**src/rtl/sram_resp_pkg.sv**
```systemverilog
// Shared types and defaults for the SRAM response arbiter.
// Holds the state and response-owner encodings plus the default word-address width.
package sram_resp_pkg;

    localparam int SRAM_ADDR_W = 16;

    typedef enum logic [0:0] {
        ST_RUN       = 1'b0,
        ST_INST_PEND = 1'b1
    } state_e;

    typedef enum logic [1:0] {
        RESP_NONE    = 2'd0,
        RESP_INST    = 2'd1,
        RESP_DATA    = 2'd2,
        RESP_DATA_WR = 2'd3
    } resp_e;

endpackage

```
**src/rtl/sram_resp.sv**
```systemverilog
// Arbitrates core instruction/data ports onto one single-port RAM; 1-cycle read latency.
// Collisions serve data first, then stall one extra cycle for the deferred instruction read.
module sram_resp
    import sram_resp_pkg::*;
#(
    parameter int ADDR_W = SRAM_ADDR_W
) (
    input  logic              clk,
    input  logic              rst,
    input  logic              inst_sram_en,
    input  logic [3:0]        inst_sram_wen,
    input  logic [31:0]       inst_sram_addr,
    input  logic [31:0]       inst_sram_wdata,
    output logic [31:0]       inst_sram_rdata,
    input  logic              data_sram_en,
    input  logic [3:0]        data_sram_wen,
    input  logic [31:0]       data_sram_addr,
    input  logic [31:0]       data_sram_wdata,
    output logic [31:0]       data_sram_rdata,
    output logic              stallreq_for_mem,
    output logic              mem_en,
    output logic [3:0]        mem_wen,
    output logic [ADDR_W-1:0] mem_addr,
    output logic [31:0]       mem_wdata,
    input  logic [31:0]       mem_rdata,
    output logic [31:0]       conflict_cnt
);

    state_e              state_q, state_d;
    resp_e               resp_q, resp_d;
    logic [ADDR_W-1:0]   pend_addr_q, pend_addr_d;
    logic [ADDR_W-1:0]   mem_addr_q, mem_addr_d;
    logic [31:0]         mem_wdata_q, mem_wdata_d;
    logic [31:0]         inst_hold_q, inst_hold_d;
    logic [31:0]         data_hold_q, data_hold_d;
    logic [31:0]         conflict_cnt_q, conflict_cnt_d;

    logic                issue_en;
    logic [3:0]          issue_wen;
    logic                stall;
    logic [ADDR_W-1:0]   inst_word;
    logic [ADDR_W-1:0]   data_word;

    // Byte-offset bits, the instruction write path and high address bits are dropped.
    logic unused_inputs;
    assign unused_inputs = ^{inst_sram_wen, inst_sram_wdata,
                             inst_sram_addr[1:0], inst_sram_addr[31:ADDR_W+2],
                             data_sram_addr[1:0], data_sram_addr[31:ADDR_W+2]};

    assign inst_word = inst_sram_addr[ADDR_W+1:2];
    assign data_word = data_sram_addr[ADDR_W+1:2];

    always_comb begin
        state_d        = state_q;
        resp_d         = RESP_NONE;
        pend_addr_d    = pend_addr_q;
        mem_addr_d     = mem_addr_q;
        mem_wdata_d    = mem_wdata_q;
        conflict_cnt_d = conflict_cnt_q;
        issue_en       = 1'b0;
        issue_wen      = 4'h0;
        stall          = 1'b0;

        case (state_q)
            ST_RUN: begin
                if (data_sram_en) begin
                    issue_en    = 1'b1;
                    issue_wen   = data_sram_wen;
                    mem_addr_d  = data_word;
                    mem_wdata_d = data_sram_wdata;
                    resp_d      = (data_sram_wen != 4'h0) ? RESP_DATA_WR : RESP_DATA;
                    if (inst_sram_en) begin
                        pend_addr_d = inst_word;
                        stall       = 1'b1;
                        state_d     = ST_INST_PEND;
                        if (conflict_cnt_q != 32'hFFFF_FFFF)
                            conflict_cnt_d = conflict_cnt_q + 32'd1;
                    end
                end else if (inst_sram_en) begin
                    issue_en   = 1'b1;
                    mem_addr_d = inst_word;
                    resp_d     = RESP_INST;
                end
            end
            ST_INST_PEND: begin
                issue_en   = 1'b1;
                mem_addr_d = pend_addr_q;
                resp_d     = RESP_INST;
                stall      = 1'b1;
                state_d    = ST_RUN;
            end
            default: state_d = ST_RUN;
        endcase

        inst_hold_d = (resp_q == RESP_INST) ? mem_rdata : inst_hold_q;
        data_hold_d = (resp_q == RESP_DATA) ? mem_rdata : data_hold_q;
    end

    // Reset masks every core-visible output in the same cycle it is asserted.
    assign mem_en           = issue_en & ~rst;
    assign mem_wen          = rst ? 4'h0 : issue_wen;
    assign mem_addr         = mem_addr_d;
    assign mem_wdata        = mem_wdata_d;
    assign stallreq_for_mem = stall & ~rst;
    assign inst_sram_rdata  = rst ? 32'h0 : inst_hold_d;
    assign data_sram_rdata  = rst ? 32'h0 : data_hold_d;
    assign conflict_cnt     = conflict_cnt_q;

    always_ff @(posedge clk) begin
        if (rst) begin
            state_q        <= ST_RUN;
            resp_q         <= RESP_NONE;
            pend_addr_q    <= '0;
            mem_addr_q     <= '0;
            mem_wdata_q    <= 32'h0;
            inst_hold_q    <= 32'h0;
            data_hold_q    <= 32'h0;
            conflict_cnt_q <= 32'h0;
        end else begin
            state_q        <= state_d;
            resp_q         <= resp_d;
            pend_addr_q    <= pend_addr_d;
            mem_addr_q     <= mem_addr_d;
            mem_wdata_q    <= mem_wdata_d;
            inst_hold_q    <= inst_hold_d;
            data_hold_q    <= data_hold_d;
            conflict_cnt_q <= conflict_cnt_d;
        end
    end

endmodule

```
**config.mk**
```make
export PLATFORM = sky130hd
export DESIGN_NAME = sram_resp
export DESIGN_NICKNAME = d
export VERILOG_FILES = /design/src/rtl/sram_resp_pkg.sv /design/src/rtl/sram_resp.sv
export SDC_FILE = /design/constraint.sdc
export NUM_CORES = 1
export LEC_CHECK = 0
export ABC_AREA = 1
export CORE_UTILIZATION = 35
export DETAILED_ROUTE_END_ITERATION = 16
export GPL_TIMING_DRIVEN = 0
export HOLD_SLACK_MARGIN = 0.12
export PLACE_DENSITY_LB_ADDON = 0.12
export SETUP_SLACK_MARGIN = 0.1
export SYNTH_ARGS = -nofsm -noshare
export SYNTH_HDL_FRONTEND = slang
export SYNTH_SLANG_ARGS = --single-unit
```
**constraint.sdc**
```tcl
create_clock -name clk -period 1.4 [get_ports clk]
set_input_delay 0.28 -clock clk [delete_from_list [all_inputs] [get_ports clk]]
set_output_delay 0.28 -clock clk [all_outputs]
set_load 0.005 [all_outputs]
```
==> summary by stage, run 1 <==
Logic synthesis
The synthesized design contains between 150 and 200 register bits. The cell type with the largest total area after synthesis is dfxtp_1. Of all flip-flops after synthesis, the portion carrying an async set or reset was 0. The average instance in the mapped netlist occupies 7.025 µm². The share of Yosys cell area claimed by the top area cell type is 0.4595.

The part of the Yosys area used for sequential elements is 0.4595. By count the netlist is led by 273 x nor2_1, 163 x dfxtp_1, 129 x o21ai_0. The cell count after synthesis is between 1000 and 1500. The number of different library cells in the post-synthesis netlist is 32. The count of synthesis-stage warnings from yosys is 0. The synthesized netlist occupies a cell area of 7102 µm². The most frequently used flop master after synthesis is dfxtp_1.

The synthesized netlist net count is 1184. The number of enable flip-flop cells after synthesis is 0. By area the synthesized netlist is led by dfxtp_1 46%, nor2_1 14%, o21ai_0 9.1%, nand2_1 6.4%, inv_1 5.0%.

The most common cell in the synthesized netlist is nor2_1.

Clocking
The root buffer cell chosen for the clock tree is clkbuf_16. After clock tree synthesis, the flow added hold-fix buffers numbering 0. The maximum number of buffers from clock root to sink is 2. Clock-pin slew was measured on the worst setup and hold paths at about 70 ps. The H-tree was split into 4 levels. The clock insertion delay at the later pin of the skew report is about 430 ps. The number of clock buffers added by TritonCTS is 17. The clock tree from TritonCTS is done. The clock net in this run drives a total of 163 sinks.

Status
The flow ran to the end, but the final reports show violations. The final reports fail on negative setup slack.

Worst hold path
The tightest min-delay check is of the in2reg type.

STA
The smallest setup slack after layout is -636.1 ps. The relative slew slack is 0.4512. The number of endpoints with negative hold slack in the final report was 0. The shortest period the worst path allows is around 2000 ps. The max-slew violation total from the final report came to 0. The final cycle utilization of the critical path is 1.454.

Setup violations remaining at the end of the flow were counted as about 180. Hold timing on the final database bottoms out at a slack of approximately 330 ps. The final setup skew is between 10 and 15 ps. Static timing analysis puts the maximum clock frequency at between 0.4 and 0.5 GHz. Setup repair after global routing could not meet its margin everywhere. The actual transition at the worst max-transition pin is between 800 and 900 ps.

Die
In this run the count of I/O pins placed on the die edge is approximately 320. The die extent in y is ~140 µm. The horizontal extent of the die is around 140 µm. In this run the standard cell core region covers 19650 µm². The floorplan step defined a die boundary enclosing between 20000 and 25000 µm². After floorplanning, the core was divided into 51 placement rows. The initial utilization of the core area, before any placement, comes to 0.3613.

Global routing
Entering global routing, the biggest net connects 17 pins. The number of antenna violations at the first check in global routing is 0. For this run the aggregate overflow at the end of global routing stands at 0. The via count of the first global-routing pass is slightly below 8000. The first global-routing pass estimated ~40 mm of wire. Across every metal layer, demand over resource in global routing totals 0.2576.

Route
The number of violations reported at the end of detailed-routing iteration 0 is 324. The total DRC errors in the routed layout is 0. The count of TritonRoute iterations in the first routing pass is 4.

For this block, the routed nets add up to 29.43 mm of wire. The via density per instance is 4.850. Dividing the detail-routed wire length by the instance count gives 16.88 µm.

In this run the remaining antenna-violating nets after routing total 0. The total number of vias is roughly 8500.

Worst setup path
The worst setup path is captured at a primary output. For the worst setup path, the data required time is roughly 1100 ps. The startpoint class of the critical path is a register.

The critical path in this run is classified as reg2out. The maximum fanout along the worst path is 6. Data arrives at the worst endpoint at 1760 ps.

Job
The reported max-cap violation count is 0.

Power and ir drop
The completed layout was analyzed and its total power is roughly 13000 µW. The leakage component of the power is 0.006844 µW. The sequential share of power is 0.376. The share of total power dissipated in combinational logic is 0.260. The power per cell area is between 900 and 1000 nW/µm². The switching portion of total power is 0.2884.

Across the VDD grid, the largest voltage drop is approximately 0.86 mV. The proportion of power drawn by the clock network is 0.364. The net switching component of the power is around 3900 µW. The internal power of the cells totals between 9000 and 10000 µW.

Placement
The count of buffers added on input and output ports is about 250. The placer congestion estimate is 0.9038. The instance area at placement is approximately 10000 µm². Summed over all nets, the half-perimeter wirelength after detailed placement is between 15 and 20 mm.

Finish
In the final layout, the share of cells above drive strength 1 is 0.5341. The repair_antennas step left the layout with diodes totalling 0. The number of nets in the finished design is between 1500 and 2000.

The final design area excluding fillers is 14480 µm². The area added between synthesis and finish is 103.9%.
[power groups by stage]
stage / logic [µW] / clock network, µW / registers, µW
finish: 3480 / 4860 / 5020
global route: 3710 / 5120 / 5050
CTS: 2780 / 4900 / 5030
detailed placement: 2100 / 0 / 5110
global placement: 2100 / 0 / 5100
floorplan: 956 / 0 / 5090
[kinds of logic (layout without fill, tap and decap cells)]
| group | after synthesis | in the layout | synth area share |
|---|---|---|---|
| AND/OR/NAND/NOR | 508 | 510 | 0.3036 |
| flip-flops | 163 | 163 | 0.4595 |
| XOR/XNOR | 9 | 9 | 0.01110 |
| adder cells (fa/ha/maj) | 1 | 1 | 0.001762 |
| buffers and inverters | 147 | 613 | 0.08351 |
| AO/OA/AOI/OAI | 183 | 183 | 0.1406 |
[state kept, by name, indices dropped and copies added, names as in the netlist]
signal / cells
inst_hold_q: 32
state_q: 1
conflict_cnt: 32
mem_wdata_q: 32
pend_addr_q: 16
mem_addr_q: 16
data_hold_q: 32
resp_q: 2
[per-layer routing]
metal	global-route usage	part of all wire	vias up
met5	0	0	-
met3	0.06589	0.060	43
met4	0.1008	0.025	0
met1	0.3091	0.40	4022
li1	-	-	4136
met2	0.4380	0.52	257
[final timing paths]
check	startpoint	to	slack [ps]	cells past startpoint
hold reg to reg	data_hold_q[0]	data_hold_q[0]	480	2
setup reg to reg	state_q	conflict_cnt[31]	-490	12
setup / recovery	state_q	mem_wdata[23]	-640	9
hold / removal	data_sram_en	mem_addr_q[2]	330	5
[final cells by class]
class / instances / area, µm²
Buffer: 51 / 737.0
Clock buffer: 18 / 439.2
Clock inverter: 14 / 163.9
Fill cell: 1451 / 5174
Inverter: 96 / 415.4
Multi-Input combinational cell: 703 / 4960
Sequential cell: 163 / 3387
Tap cell: 265 / 331.6
Timing Repair Buffer: 433 / 4038
Timing Repair inverter: 1 / 8.758
[through the flow]
step,cells,setup WS [ps],setup TNS (ps),utilization
after global routing,1744,-696.2,-89940,0.7368
after CTS,1705,-640.3,-86650,0.6415
after detailed placement,1528,-1349,-201660,0.5262
final,1744,-636.1,-79910,0.7368
after floorplan,1011,31.04,0,-
after global placement,1528,-1287,-194380,0.5262
[timing repair]
| item | CTS | global route |
|---|---|---|
| pin swaps | 76 | 96 |
| setup endpoints to repair | 312 | 241 |
| setup buffers | 129 | 70 |
| gates resized for setup | 792 | 467 |
| cloned | 16 | 7 |
[critical path: stages, from the launching register on]
cell       delay (ps)
dfxtp_2           330
buf_8             120
inv_8              60
nand2_8            80
buf_6             140
clkbuf_16         150
buf_12            140
o21ai_4           130
inv_1              50
buf_2             120
[cell usage in the layout, fill, tap and decap left out, drive strengths merged]
cell           synthesis  routed
dlygate4sd2            0       2
dlymetal6s2s           0      32
bufinv                 0       2
ha                     1       1
or2                   32      32
nor2                 285     285
dfxtp                163     163
buf                   15     314
inv                   95     103
a21oi                 30      30
clkdlybuf4s50          0     100
nand4                  6       6
xor2                   3       3
a31oi                  5       5
clkbuf                36      54
nand3                 50      50
o41ai                  1       1
clkinv                 1       4
a22oi                 10      10
nand3b                 1       1
o21ai                131     131
a22o                   5       5
xnor2                  6       6
nand2                132     134
clkinvlp               0       2
nor3                   2       2
o31ai                  1       1
No activity file was read; power rests on OpenSTA's default activity.
==> run 2: changes to the inputs <==
--- a/constraint.sdc
+++ b/constraint.sdc
@@ -3,2 +3,2 @@
 set_output_delay 0.28 -clock clk [all_outputs]
-set_load 0.005 [all_outputs]
+set_load 0.1 [all_outputs]
==> run 2 against run 1 <==
Effect of this change: the flow still finishes with violations (negative setup slack); highest routed layer unchanged; largest power group is now combinational cells; worst hold slack improved by 55 ps; cell area up 20%; worst setup slack got worse by 190 ps.
==> summary by stage, run 2 (same netlist as run 1, synthesis figures left out) <==
Status
The flow ran to the end, but the final reports show violations. The final reports fail on negative setup slack.

Clocking
The clock slew at the register clock pins of the worst setup and hold paths is 70 ps (about the same). TritonCTS built the clock tree. The clock insertion delay at the later pin of the skew report came to 430 ps (about the same). The buffer type at the clock tree root is clkbuf_16. The sink count of the clock tree came to 163 (unchanged). The maximum number of buffers from clock root to sink is 2 (unchanged). The number of levels in the clock H-tree is 4 (unchanged). The number of buffers inserted during clock tree synthesis is 17 (unchanged).

Finish
The non-filler instance count after layout was 1707 (-2.1%). The number of nets in the finished design is 1599 (-2.4%). In the layout the commonest cells are 171 x buf_12, 147 x nor2_4, 128 x dfxtp_1. From synthesis to final layout, the design area changed by 144.3%. The layout cell share with drive strength beyond 1 came to 0.6074 (+0.07322).

Leaving out fill and tap cells, the most frequent cell in the layout is buf_12. The storage element area is 3390 µm² (about the same). The count of filler cells inserted in the layout was 821 (-43%). The area taken by multi-input logic gates was 6036 µm² (+22%).

Worst hold path
The worst min-delay path startpoint is data_sram_en. The number of cells traversed by the worst hold path was 4 (-1). The class of the worst hold path is in2reg.

Power and ir drop
The power per cell area came to 970.2 nW/µm² (+5.1%). The worst IR drop on VDD is 0.8073 mV (-6.0%). The leakage component of the power is 0.006802 µW (-0.61%).

Global routing
The via count of the first global-routing pass is 8758 (+11%). The global-route wire length before repair is 47.25 mm (+15%). The global route total overflow came to 0 (unchanged). The largest net degree at the start of global routing came to 17 (unchanged).

The global routing usage summed across all routing layers is 0.2979 (+0.04031). The number of antenna violations at the first check in global routing is 0 (unchanged).

Route
The mean routed wirelength per cell came to 22.17 µm (+31%). The number of violations reported at the end of detailed-routing iteration 0 came to 530 (+64%). The final wirelength is 37.84 mm (+29%).

The post-detailed-route count of antenna-violating nets came to 0 (unchanged). The uppermost metal layer occupied by signal nets is met4. The total DRC errors in the routed layout is 0 (unchanged). The count of TritonRoute iterations in the first routing pass is 5 (+1).

The via density per instance is 5.312 (+9.5%). The routed metal-1 wire length is 13.66 mm (+16%). The total number of vias is 9068 (+7.2%). The wire length on met3 is 2.482 mm (+41%). The total met2 wirelength after detailed routing is 19.96 mm (+31%).

Worst setup path
The critical path class is reg2out. The maximum fanout along the worst path is 8 (+2). The worst endpoint data arrival time was 1940 ps (+180 ps). In this run the critical register-to-register path is launched from state_q. STA classifies the critical path endpoint as a primary output. The required time reported for the critical path endpoint is 1120 ps (about the same). STA classifies the critical path startpoint as a register. In this run the worst setup path begins at state_q.

The depth of the worst register-to-register path is 13 (+1).

Placement
The count of buffers inserted at the top-level ports was 252 (unchanged). The worst slack at placement was -2022 ps (-673.2 ps). The post-DP HPWL was 17.35 mm (+2.1%).

The number of cells in the design after placement is 1528 (unchanged). The placer congestion estimate is 0.9009 (-0.32%).

STA
The highest clock frequency the design can meet is 0.4500 GHz (-8.4%). The number of endpoints with negative hold slack in the final report is 0 (unchanged). Setup repair after global routing could not meet its margin everywhere.

The smallest setup slack after layout is -822.3 ps (-186.2 ps). The max-slew violation total from the final report came to 0 (unchanged). The relative slew slack was 0.4682 (+0.01708).

The number of setup violations in the final report is 207 (+13%). The final setup skew came to 14.08 ps (+2.679 ps). The worst hold slack was 384.4 ps (+55.29 ps). The actual transition at the worst max-transition pin is 797.6 ps (-25.62 ps). The final cycle utilization of the critical path is 1.587 (+0.1330).

The shortest period the worst path allows is 2222 ps (+186.2 ps).

Die
The initial core utilization is 0.3613 (unchanged). The number of rows in the core area is 51 (unchanged). The area inside the core boundary is 19650 µm² (unchanged). The horizontal extent of the die is 144.4 µm (unchanged). The top-level port count is 322 (unchanged).

The die extent in y came to 144.4 µm (unchanged). The die outline area was 20860 µm² (unchanged).

Job
The reported max-cap violation count is 0 (unchanged).
==> run 2: changes by cell type in the layout (fill, tap and decap cells not counted), sizes merged <==
cell / before / now
buf: 314 / 308
bufinv: 2 / 0
clkbuf: 54 / 55
clkinv: 4 / 6
clkinvlp: 2 / 4
diode: 0 / 3
dlymetal6s2s: 32 / 0
inv: 103 / 99
nand2: 134 / 133
==> run 2: area by class of cell <==
type / instances / area share
Tap cell: 265 / 0.01911
Multi-Input combinational cell: 702 / 0.3480
Timing Repair Buffer: 399 / 0.3386
Timing Repair inverter: 1 / 0.0004328
Sequential cell: 163 / 0.1954
Buffer: 46 / 0.03823
Antenna cell: 3 / 0.0004328
Clock buffer: 20 / 0.02633
Clock inverter: 12 / 0.005482
Inverter: 96 / 0.02806
==> run 2: power breakdown <==
group | internal, µW | switching [µW]
sequential | 4870 | 212
clock | 2400 | 2140
combinational | 2890 | 4320
total | 10200 | 6670
==> run 2: path summary, 6_finish.rpt <==
path	endpoint	slack, ps
max	mem_addr[8]	-820
min	resp_q[1]	380
max reg2reg	conflict_cnt[30]	-500
min reg2reg	pend_addr_q[10]	510
==> run 2: worst max-delay path, stage by stage, from the launching register on <==
cell	delay [ps]
dfxtp_2	340
buf_6	120
inv_8	40
nand2_8	80
clkinvlp_4	100
buf_12	150
buf_6	130
a22o_1	200
inv_2	90
nand3_4	80
buf_12	170
==> run 2: per-stage QoR <==
step	TNS (ps)	total power, µW	utilization	cell area (µm²)
floorplan	-41110	8580	-	8594
global placement	-267620	9716	0.5825	11450
detailed placement	-271140	9742	0.5825	11450
CTS	-81870	15890	0.8004	15730
global route	-108920	17220	0.8822	17340
finish	-100690	16830	0.8826	17350
==> run 2: routing by layer <==
metal	global-route usage	vias up
met3	0.07715	121
met2	0.5245	431
met1	0.3338	4457
li1	-	4059
met5	0	-
met4	0.1396	0
==> run 2: repair_timing <==
item,CTS,global route
pin swaps,38,74
resized for setup,1694,316
setup buffers,81,67
endpoints found under the setup margin,272,259
hold buffers,0,0
gates cloned,15,7
